$ cat config.mk
export PLATFORM = sky130hd
export DESIGN_NAME = memory_path
export DESIGN_NICKNAME = d
export VERILOG_FILES = /design/src/rtl/memory_path.sv
export SDC_FILE = /design/constraint.sdc
export NUM_CORES = 1
export LEC_CHECK = 0
export CAP_MARGIN = 30
export CELL_PAD_IN_SITES_DETAIL_PLACEMENT = 0
export CELL_PAD_IN_SITES_GLOBAL_PLACEMENT = 2
export CORE_MARGIN = 2
export CORE_UTILIZATION = 27
export CTS_BUF_LIST = sky130_fd_sc_hd__clkbuf_4 sky130_fd_sc_hd__clkbuf_8
export DETAILED_ROUTE_END_ITERATION = 7
export PLACE_DENSITY = 0.74
export REMOVE_ABC_BUFFERS = 1
export SLEW_MARGIN = 30
export SYNTH_ARGS = -nofsm -noshare
export SYNTH_HDL_FRONTEND = slang
export SYNTH_SLANG_ARGS = --single-unit
$ cat constraint.sdc
create_clock -name clk -period 1.6 [get_ports clk]
set_input_delay 0.16 -clock clk [delete_from_list [all_inputs] [get_ports clk]]
set_output_delay 0.16 -clock clk [all_outputs]
set_load 0.01 [all_outputs]
$ cat src/rtl/memory_path.sv
// EX/MEM + MEM/WB pipeline stage with a variable-latency data-memory handshake and timeout abort.
// Optional sub-word (byte/half) loads and stores are compiled in with `define MEM_SUBWORD_EN.
module memory_path #(
  parameter int N              = 32,
  parameter int TIMEOUT_CYCLES = 16
) (
  input  logic         clk,
  input  logic         reset_n,
  input  logic [N-1:0] alu_out_E,
  input  logic [N-1:0] write_data_E,
  input  logic [4:0]   reg_id_E,
  input  logic         reg_write_E,
  input  logic         mem_to_reg_E,
  input  logic         mem_write_E,
`ifdef MEM_SUBWORD_EN
  input  logic [1:0]   mem_size_E,
  input  logic         mem_unsigned_E,
`endif
  output logic         dmem_req,
  output logic         dmem_we,
  output logic [N-1:0] dmem_addr,
  output logic [N-1:0] dmem_wdata,
  output logic [3:0]   dmem_be,
  input  logic         dmem_ready,
  input  logic [N-1:0] dmem_rdata,
  output logic         stall_M,
  output logic         mem_err,
  output logic [N-1:0] alu_out_M,
  output logic [4:0]   reg_id_M,
  output logic         reg_write_M,
  output logic [N-1:0] result_W,
  output logic [4:0]   reg_id_W,
  output logic         reg_write_W
);

  localparam int CW = $clog2(TIMEOUT_CYCLES + 1);

  localparam logic [0:0] ST_IDLE = 1'b0;
  localparam logic [0:0] ST_WAIT = 1'b1;

  // EX/MEM contents not exported as ports
  logic [N-1:0] write_data_M;
  logic         mem_to_reg_M;
  logic         mem_write_M;

  // MEM/WB contents
  logic [N-1:0] alu_out_W;
  logic [N-1:0] read_data_W;
  logic         mem_to_reg_W;

  logic [0:0]    state_reg, state_next;
  logic [CW-1:0] count_reg, count_next;

  logic         mem_op_M;
  logic         is_load_M;
  logic         timeout_hit;
  logic         abort;
  logic         complete;
  logic [N-1:0] load_data;
  logic [N-1:0] store_data;
  logic [3:0]   lane_be;

`ifdef MEM_SUBWORD_EN
  logic [1:0]  mem_size_M;
  logic        mem_unsigned_M;
  logic [7:0]  rd_lane [4];
  logic [3:0]  byte_be;
  logic [7:0]  sel_byte;
  logic [15:0] sel_half;

  genvar gi;
  generate
    for (gi = 0; gi < 4; gi++) begin : g_lane
      assign rd_lane[gi] = dmem_rdata[8*gi +: 8];
      assign byte_be[gi] = (alu_out_M[1:0] == 2'(gi));
    end
  endgenerate

  // Half accesses use addr[1] only; word accesses ignore both low bits.
  always_comb begin
    sel_byte   = rd_lane[alu_out_M[1:0]];
    sel_half   = alu_out_M[1] ? dmem_rdata[31:16] : dmem_rdata[15:0];
    store_data = write_data_M;
    lane_be    = 4'b1111;
    load_data  = dmem_rdata;
    case (mem_size_M)
      2'd0: begin
        store_data = {(N/8){write_data_M[7:0]}};
        lane_be    = byte_be;
        load_data  = mem_unsigned_M ? {{(N-8){1'b0}}, sel_byte}
                                    : {{(N-8){sel_byte[7]}}, sel_byte};
      end
      2'd1: begin
        store_data = {(N/16){write_data_M[15:0]}};
        lane_be    = alu_out_M[1] ? 4'b1100 : 4'b0011;
        load_data  = mem_unsigned_M ? {{(N-16){1'b0}}, sel_half}
                                    : {{(N-16){sel_half[15]}}, sel_half};
      end
      default: ;
    endcase
  end
`else
  assign store_data = write_data_M;
  assign lane_be    = 4'b1111;
  assign load_data  = dmem_rdata;
`endif

  // A load+store flag pair is illegal and resolves to a store.
  assign mem_op_M    = mem_to_reg_M | mem_write_M;
  assign is_load_M   = mem_to_reg_M & ~mem_write_M;
  assign timeout_hit = (state_reg == ST_WAIT) && (count_reg == CW'(TIMEOUT_CYCLES));
  assign abort       = mem_op_M & ~dmem_ready & timeout_hit;
  assign complete    = (mem_op_M & dmem_ready) | abort;

  assign stall_M    = mem_op_M & ~complete;
  assign mem_err    = abort;
  assign dmem_req   = mem_op_M;
  assign dmem_we    = mem_write_M;
  assign dmem_addr  = alu_out_M;
  assign dmem_wdata = store_data;
  assign dmem_be    = lane_be;

  assign result_W = mem_to_reg_W ? read_data_W : alu_out_W;

  always_comb begin
    state_next = state_reg;
    count_next = count_reg;
    case (state_reg)
      ST_IDLE: begin
        if (mem_op_M && !dmem_ready) begin
          state_next = ST_WAIT;
          count_next = CW'(1);
        end
      end
      default: begin
        if (complete) begin
          state_next = ST_IDLE;
          count_next = '0;
        end else begin
          count_next = count_reg + CW'(1);
        end
      end
    endcase
  end

  always_ff @(posedge clk or negedge reset_n) begin
    if (!reset_n) begin
      state_reg    <= ST_IDLE;
      count_reg    <= '0;
      alu_out_M    <= '0;
      write_data_M <= '0;
      reg_id_M     <= '0;
      reg_write_M  <= 1'b0;
      mem_to_reg_M <= 1'b0;
      mem_write_M  <= 1'b0;
      alu_out_W    <= '0;
      read_data_W  <= '0;
      mem_to_reg_W <= 1'b0;
      reg_id_W     <= '0;
      reg_write_W  <= 1'b0;
    end else begin
      state_reg <= state_next;
      count_reg <= count_next;
      // Both pipeline registers freeze together so the bus stays stable during a stall.
      if (!stall_M) begin
        alu_out_M    <= alu_out_E;
        write_data_M <= write_data_E;
        reg_id_M     <= reg_id_E;
        reg_write_M  <= reg_write_E;
        mem_to_reg_M <= mem_to_reg_E;
        mem_write_M  <= mem_write_E;
        alu_out_W    <= alu_out_M;
        read_data_W  <= (is_load_M && !abort) ? load_data : '0;
        mem_to_reg_W <= is_load_M;
        reg_id_W     <= reg_id_M;
        reg_write_W  <= reg_write_M;
      end
    end
  end

`ifdef MEM_SUBWORD_EN
  always_ff @(posedge clk or negedge reset_n) begin
    if (!reset_n) begin
      mem_size_M     <= 2'd0;
      mem_unsigned_M <= 1'b0;
    end else if (!stall_M) begin
      mem_size_M     <= mem_size_E;
      mem_unsigned_M <= mem_unsigned_E;
    end
  end
`endif

endmodule
Yosys cells after proc, flatten, opt, wreduce, memory -nomap -nowiden:

Cells that the tools add are included.

* $add $sub $neg: 1
* multiply operators: 0
* divide/modulo/power cells: 0
* magnitude comparators: 0
* equal/unequal tests: 1
* shifts and indexed selects: 0
* multiplexer cells: 8
* bitwise gates (word level): 10
* reductions and logical operators: 6

Operator list (number)
* $mux 32: 2
* $mux 5: 3
* $add 5x1->5 const B: 1
* $and 1x1->1: 5
* $eq 5x5->1 const B: 1
* $logic_and 1x1->1: 3
* $mux 1: 3
* $not 1->1: 3
* $logic_not 1->1: 2
* $or 1x1->1: 2
* $reduce_bool 2->1: 1

* register bits after elaboration: 149
* latch bits: 0
* RAM bits: 0
* memory bits (read-only): 0
* input bits: 107
* output and inout port bits: 148
* logic and storage cells: 39
* memories kept: 0

Logic depth before layout (Yosys ltp):

Gate-level depths: netlist of the first run.

* depth after elaboration: 6
* mapped depth: 8
* gate-level depth less buffers: 6

Worst setup path before layout of the first run:

Ideal clock, no wire load.

* kind: flip-flop to flip-flop
* start: reg count_reg[0]
* end: reg alu_out_M[31]
* setup time: 0.125 ns
* arrival time: 1.600 ns
* required time: 1.475 ns
* slack: -0.126 ns
* cell stages (with the launch flop): 9
* path buffers: 2
* clock period less this slack: 1.726 ns
* path through: dfrtp_1 inv_1 ha_1 nor2b_1 a21o_1 buf_6 inv_6 buf_6 mux2_4

* word-level cells in the longest chain between the ends: 6

Ends and longest elaborated chain
* start, declared: RTL line 52 `logic [CW-1:0] count_reg, count_next;`
* start signal, assigned: RTL line 163 `count_reg <= count_next;`
* $eq 5x5->1: RTL line 111 `assign timeout_hit = (state_reg == ST_WAIT) && (count_reg == CW'(TIMEOUT_CYCLES));`
* $logic_and 1x1->1: RTL line 111
* $and 1x1->1: RTL line 112 `assign abort = mem_op_M & ~dmem_ready & timeout_hit;`
* $or 1x1->1: RTL line 113 `assign complete = (mem_op_M & dmem_ready) | abort;`
* $not 1->1: RTL line 115 `assign stall_M = mem_op_M & ~complete;`
* $and 1x1->1: RTL line 115
* end signal, assigned: RTL line 166 `alu_out_M <= alu_out_E;`
* end, declared: RTL line 28 `output logic [N-1:0] alu_out_M,`

No other way between the ends.
A chain may end at the register's enable or synchronous reset.

Final worst setup path of the first run:

* start: reg mem_to_reg_W
* end: out result_W[1]

* word-level cells in the longest chain between the ends: 1

Ends and longest elaborated chain
* start, declared: RTL line 49 `logic mem_to_reg_W;`
* start signal, assigned: RTL line 174 `mem_to_reg_W <= is_load_M;`
* $mux 32: RTL line 123 `assign result_W = mem_to_reg_W ? read_data_W : alu_out_W;`
* end, declared: RTL line 31 `output logic [N-1:0] result_W,`

No other way between the ends.

==> results of run 1 <==
==> worst reg2reg max path, stage by stage (launching register included) <==
cell and delay (ps):
dfrtp_1 400, inv_2 70, ha_4 130, nor2b_4 150, a21o_4 200, clkinv_8 110, buf_8 150, buf_12 140
buf_6 130, a22o_1 210
==> synthesized netlist by cell type (2+ instances only) <==
library cell / instances / area (um2)
dfrtp_1: 149 / 3730
mux2_4: 105 / 1580
buf_4: 36 / 270
a22o_1: 33 / 289
mux2_2: 29 / 327
buf_6: 12 / 135
clkbuf_1: 9 / 33.8
mux2_1: 7 / 78.8
nand2_1: 6 / 22.5
a21oi_1: 5 / 25.0
inv_1: 4 / 15.0
o21ai_1: 4 / 20.0
a211oi_1: 3 / 22.5
buf_2: 3 / 15.0
nor2b_1: 3 / 18.8
ha_1: 2 / 25.0
mux2i_1: 2 / 20.0
nand3_1: 2 / 10.0
nand3b_1: 2 / 15.0
nor2_1: 2 / 7.51
nor3_1: 2 / 10.0
==> per-layer routing <==
metal	up-vias	track usage
met5	-	0
met4	0	0.0334
met2	147	0.269
met3	10	0.0398
met1	2444	0.189
li1	2144	-
==> cells by family (layout without fill, tap and decap cells) <==
| group | count (synthesis) | in the layout | share of synthesized area |
|---|---|---|---|
| flops | 149 | 149 | 0.553 |
| fa+ha+maj | 2 | 2 | 0.00371 |
| compound gates | 49 | 49 | 0.0579 |
| mux | 143 | 143 | 0.297 |
| simple gates | 22 | 22 | 0.0174 |
| buf+inv | 65 | 400 | 0.0709 |
| other cells | 1 | 4 | 0.000556 |
==> area by class of cell <==
cell class / instances / area [um2]
clock buffers: 17 / 234
clock inverters: 15 / 126
inverters: 5 / 31.3
flip-flops and latches: 149 / 3730
multi-input cells: 220 / 2650
repair buffers: 363 / 3990
well taps: 324 / 405
fillers: 2236 / 13200
==> power breakdown <==
part | leakage, nW | internal, mW | switching, mW | total (mW)
registers | 1.81 | 4.27 | 0.327 | 4.59
logic | 3.55 | 2.75 | 1.56 | 4.31
clock network | 0.186 | 1.11 | 1.64 | 2.76
total | 5.54 | 8.13 | 3.53 | 11.7
==> through the flow <==
stage          area (um2)  setup slack, ps  cells
2_1_floorplan        6300            -2750    374
3_3_place_gp         9650             -302    990
3_5_place_dp         9650             -386    990
4_1_cts             11100             -303   1089
5_1_grt             11200             -323   1093
6_report            11200             -253   1093
==> worst max-delay path by stage <==
stage            startpoint              to  slack, ps  depth (start not counted)
6_report       mem_to_reg_W     result_W[1]       -250                          5
2_1_floorplan  count_reg[0]  dmem_wdata[31]      -2750                          6
5_1_grt        mem_to_reg_W     result_W[1]       -320                          5
4_1_cts        mem_to_reg_W     result_W[0]       -300                          5
3_3_place_gp     dmem_ready  dmem_wdata[31]       -300                          6
3_5_place_dp     dmem_ready  dmem_wdata[31]       -390                          6
==> repair_timing <==
item / in CTS / in global routing
hold buffers: 1 / 0
endpoints found under the hold margin: 149 / 0
pin swaps: 33 / 4
cloned: 13 / 0
gates resized for setup: 281 / 70
endpoints found under the setup margin: 242 / 226
buffers inserted: 53 / 13
==> summary.txt, run 1 <==
Status = complete, but fails checks
Failing checks = negative setup slack
Vias = 4,745
Total power = 11.7 mW
Largest net degree at the start of global routing = 60
Hold_ws = 116 ps
CTS tree = built
Max Root-Sink Buffers = 2
Gr ovfl total = 0
Leakage = 5.54 nW
PwrDens = 1040 nW/um2
Slowest CP cell = dfrtp_2
Tmin final = 1850 ps
Synth cell types = 32
Post-synthesis sequential area ratio = 0.553
Die span in x = 162 um
Crit path max fanout = 6
Drt wl/cell = 18.2 um
Iter 0 DRT Violations = 135
Met1 wire length = 8570 um
Top layer in use = met4
Layout cell share with drive strength beyond 1 = 0.434
IO buf count = 250
Min-Delay Path Class = primary input to async pin
Worst r2r path cells = 9
Syn_area_per_cell = 15.7 um2
Clk_lat worst skew = 450 ps
Drt pass-1 iters = 4
Setup tns final = -23,300 ps
Hpwl dp = 12,900 um
Ys flop type = dfrtp_1
DRT Wirelength = 19,900 um
Flop-to-flop setup slack = -200 ps
EDFF count, synth = 0
Final Cycle Share = 1.16
FP Rows = 57
Vias in the first global route = 5,320
Final Worst Setup Slack = -253 ps
Most used cell, CP = buf_12
Post-Synthesis Cells = 431
Worst flop-to-flop path startpoint = count_reg[0]
Area Overhead vs Synth = 65.6%
Met3 WL = 923 um
Pins over their slew limit = 0
Maximum vdd drop = 0.000517 V
Synthesis Warnings = 0
# DRC = 0
Core area = 24,400 um2
Synth async-reset ratio = 1.00
Worst Clk Skew = 13.9 ps
Final ANT Viol Nets = 0
Worst Setup Start Kind = flop
CP cell instances = buf_4, buf_12, buf_12, mux2_4, buf_6
Post-synthesis register bit count = 149
Reg2Reg Capture Point = read_data_W[17]
Commonest non-fill, non-tap cells in the layout = 148 x dfrtp_1, 146 x clkdlybuf4s50_1, 115 x mux2_4, 63 x buf_4, 45 x dlymetal6s2s_1
GR Util All Layers = 0.153
Die H = 162 um
Met2 WL = 10,200 um
CP bufs+invs = 4
Number of buffers created by CTS = 17
Final Hold Viols = 0
Critical Path Max Stage Delay = 420 ps
Diode count = 0
Most common cell after layout, fill and taps aside = dfrtp_1
Initial antenna violation count = 0
WP data arrival = 1690 ps
Mapped cell area = 6750 um2
CP Class = flop to primary output
Starting Density = 0.277
RSZ-0062 raised after global routing = true
Maximum clock rate = 0.540 GHz
# clock sinks = 149
Clk slew on worst S/H paths = 100 ps
Placer Congestion = 0.757
Layout Utilization = 0.458
Root buffer cell = clkbuf_8
Ports = 255
Max_cap viols = 0
Area of the die = 26,300 um2
Worst EP required = 1440 ps
Nature of the critical path endpoint = primary output
Final net count = 865
DR vias/cell = 4.34
# H-tree levels = 4
Cell family with most CP delay = buffers and inverters
Global-route wire length before repair = 30,700 um
Endpoints failing setup = 176
(Power assumes the default switching activity.)
==> run 2: changes to the inputs <==
--- a/config.mk
+++ b/config.mk
@@ -12,6 +12,8 @@
 export CORE_UTILIZATION = 27
 export CTS_BUF_LIST = sky130_fd_sc_hd__clkbuf_4 sky130_fd_sc_hd__clkbuf_8
 export DETAILED_ROUTE_END_ITERATION = 7
+export GPL_ROUTABILITY_DRIVEN = 0
+export GPL_TIMING_DRIVEN = 0
 export PLACE_DENSITY = 0.74
 export REMOVE_ABC_BUFFERS = 1
 export SLEW_MARGIN = 30
==> run 2 against run 1 <==
  * The run still ends with negative setup slack left
  * Core utilization is 0.86 points lower
  * Total power is 3.3% higher
  * First-iteration DRC count increased by 0.74%
  * Design area shrank 1.9%
  * Register-to-register slack lost 70 ps
  * Setup slack got worse by 15 ps
  * Global-route usage down 0.99 points
  * Count of clock-buffer cells in the layout rose by 7
  * Combinational power shrank 5.6%
  * Largest cell class is now registers
==> summary.txt, run 2 (synthesized netlist as in run 1, its figures left out) <==
Area Overhead vs Synth = 62.5%
Worst Setup Start Kind = flop
Largest net degree at the start of global routing = 77 (+28%)
Failing checks = negative setup slack
RSZ-0062 raised after global routing = true
Setup tns final = -31,310 ps (-8020 ps)
Final Worst Setup Slack = -268 ps (-15.0 ps)
Total power = 12.0 mW (+3.3%)
Hpwl dp = 11,500 um (-11%)
Die span in x = 162 um (unchanged)
Min-Delay Path Class = primary input to async pin
Leakage = 5.31 nW (-4.2%)
Worst EP required = 1930 ps (+490 ps)
Most common cell after layout, fill and taps aside = clkdlybuf4s50_1
Finished Cell Area = 11,000 um2 (-1.9%)
Area of the die = 26,300 um2 (unchanged)
Relative slew slack = 0.607
DR vias/cell = 4.32 (-0.53%)
Die H = 162 um (unchanged)
PwrDens = 1100 nW/um2 (+5.3%)
Maximum vdd drop = 0.000454 V (-12%)
Gr ovfl total = 0 (unchanged)
Final Hold Viols = 0 (unchanged)
Iter 0 DRT Violations = 136 (+0.74%)
Layout Utilization = 0.449 (-0.00862)
Most used cell, CP = buf_16
IO buf count = 250 (unchanged)
Clk_lat worst skew = 450 ps (about the same)
Max_cap viols = 0 (unchanged)
CP Class = flop to flop
Number of buffers created by CTS = 17 (unchanged)
Maximum clock rate = 0.535 GHz (-0.80%)
Vias = 4,586 (-3.4%)
# H-tree levels = 4 (unchanged)
Register area = 3740 um2 (+0.17%)
FP Rows = 57 (unchanged)
Placed cell areas = 9340 um2 (-3.2%)
Actual slew at the worst max-slew pin = 589 ps
Clk slew on worst S/H paths = 90 ps (about the same)
Final Cycle Share = 1.17 (+0.00940)
Vias in the first global route = 4,877 (-8.3%)
Endpoints failing setup = 175 (-0.57%)
WP data arrival = 2200 ps (+510 ps)
Core area = 24,400 um2 (unchanged)
Status = complete, but fails checks
Starting Density = 0.277 (unchanged)
Final net count = 835 (-3.5%)
Fillcell total = 2,208 (-1.3%)
Pre-CTS setup slack = -1510 ps (-1120 ps)
Nature of the critical path endpoint = flop
CP cell instances = and3b_1, a21o_4, buf_16, buf_16, buf_12, clkinv_8, mux2_4
Critical Path Max Stage Delay = 450 ps (+30 ps)
Crit path max fanout = 5 (-1)
Final ANT Viol Nets = 0 (unchanged)
Drt wl/cell = 18.9 um (+4.1%)
Diode count = 0 (unchanged)
# clock sinks = 149 (unchanged)
Pins over their slew limit = 0 (unchanged)
Global-route wire length before repair = 28,700 um (-6.5%)
Commonest non-fill, non-tap cells in the layout = 152 x clkdlybuf4s50_1, 145 x dfrtp_1, 113 x mux2_4, 45 x buf_4, 41 x buf_6
Drt pass-1 iters = 4 (unchanged)
GR Util All Layers = 0.143 (-0.00989)
Slowest CP cell = dfrtp_2
Worst Clk Skew = 16.8 ps (+2.90 ps)
CTS tree = built
Initial antenna violation count = 0 (unchanged)
Root buffer cell = clkbuf_8
Multi-input logic area = 2640 um2 (-0.71%)
Cell family with most CP delay = buffers and inverters
Tmin final = 1870 ps (+15.0 ps)
# DRC = 0 (unchanged)
Layout cell share with drive strength beyond 1 = 0.416 (-0.0183)
DRT Wirelength = 20,100 um (+1.1%)
CP bufs+invs = 4 (unchanged)
Ports = 255 (unchanged)
Max Root-Sink Buffers = 2 (unchanged)
## run 2: cell types whose count changed in the layout (fill, tap and decap cells not counted), moves of 4 or more
cell / change
bufinv_16: +4
buf_12: -9
dlygate4sd2_1: +4
buf_4: -18
clkbuf_8: +4
clkdlybuf4s50_1: +6
clkinv_4: -6
clkbuf_16: +5
buf_8: -11
dlymetal6s2s_1: -11
## run 2: final cells by class
type,instances,share of cell area
sequential,149,0.341
timing repair buffer,327,0.326
multi-input combinational,220,0.240
tap,324,0.0370
clock buffer,24,0.0284
clock inverter,7,0.0131
timing repair inverter,6,0.0113
inverter,5,0.00320
## run 2: timing repair
item,CTS,global route
gates cloned,9,7
hold buffers,1,0
setup endpoints to repair,233,216
hold endpoints to repair,73,0
pin swaps,3,2
buffers inserted,37,27
gates resized for setup,233,89
## run 2: report_power, final
part	switching (mW)	internal, mW	total (mW)
clock	1.43	1.92	3.34
combinational	1.52	2.55	4.07
sequential	0.363	4.27	4.63
total	3.30	8.74	12.0
## run 2: worst paths after layout
path | startpoint | to | slack, ps | cells after the start
setup / recovery | state_reg | dmem_wdata[19] | -270 | 7
hold / removal | reset_n | read_data_W[14] | 240 | 2
setup reg to reg | state_reg | dmem_wdata[19] | -270 | 7
hold reg to reg | read_data_W[6] | read_data_W[6] | 500 | 1
max in group asynchronous | reset_n | read_data_W[17] | 560 | 3
min in group clk | mem_to_reg_E | mem_to_reg_M | 270 | 3
## run 2: layer usage
layer,share of wire,GRT usage,vias to the layer above,routed length [um]
met5,0,0,-,0
met4,0.014,0.0390,0,279
met3,0.055,0.0370,16,1110
met2,0.50,0.245,158,10100
met1,0.43,0.179,2323,8620
li1,-,-,2089,-
## run 2: through the flow
step                instances  hold WS (ps)
floorplan                 374          -136
global placement          948           482
detailed placement        953           172
CTS                      1031           245
global route             1062           261
finish                   1062           237
## run 2: worst register-to-register path, delay by kind of cell (launching register included)
| kind | cells | cell delay [ps] |
|---|---|---|
| buf+inv | 4 | 530 |
| flops | 1 | 450 |
| mux | 1 | 290 |
| compound gates | 1 | 250 |
| simple gates | 1 | 230 |
==> run 3: changes to the inputs <==
--- a/config.mk
+++ b/config.mk
@@ -5,6 +5,7 @@
 export SDC_FILE = /design/constraint.sdc
 export NUM_CORES = 1
 export LEC_CHECK = 0
+export ABC_CLOCK_PERIOD_IN_PS = 1600
 export CAP_MARGIN = 30
 export CELL_PAD_IN_SITES_DETAIL_PLACEMENT = 0
 export CELL_PAD_IN_SITES_GLOBAL_PLACEMENT = 2
==> results of run 3 <==
Same layout as run 2: the final DEF is identical, and so are final timing and power.
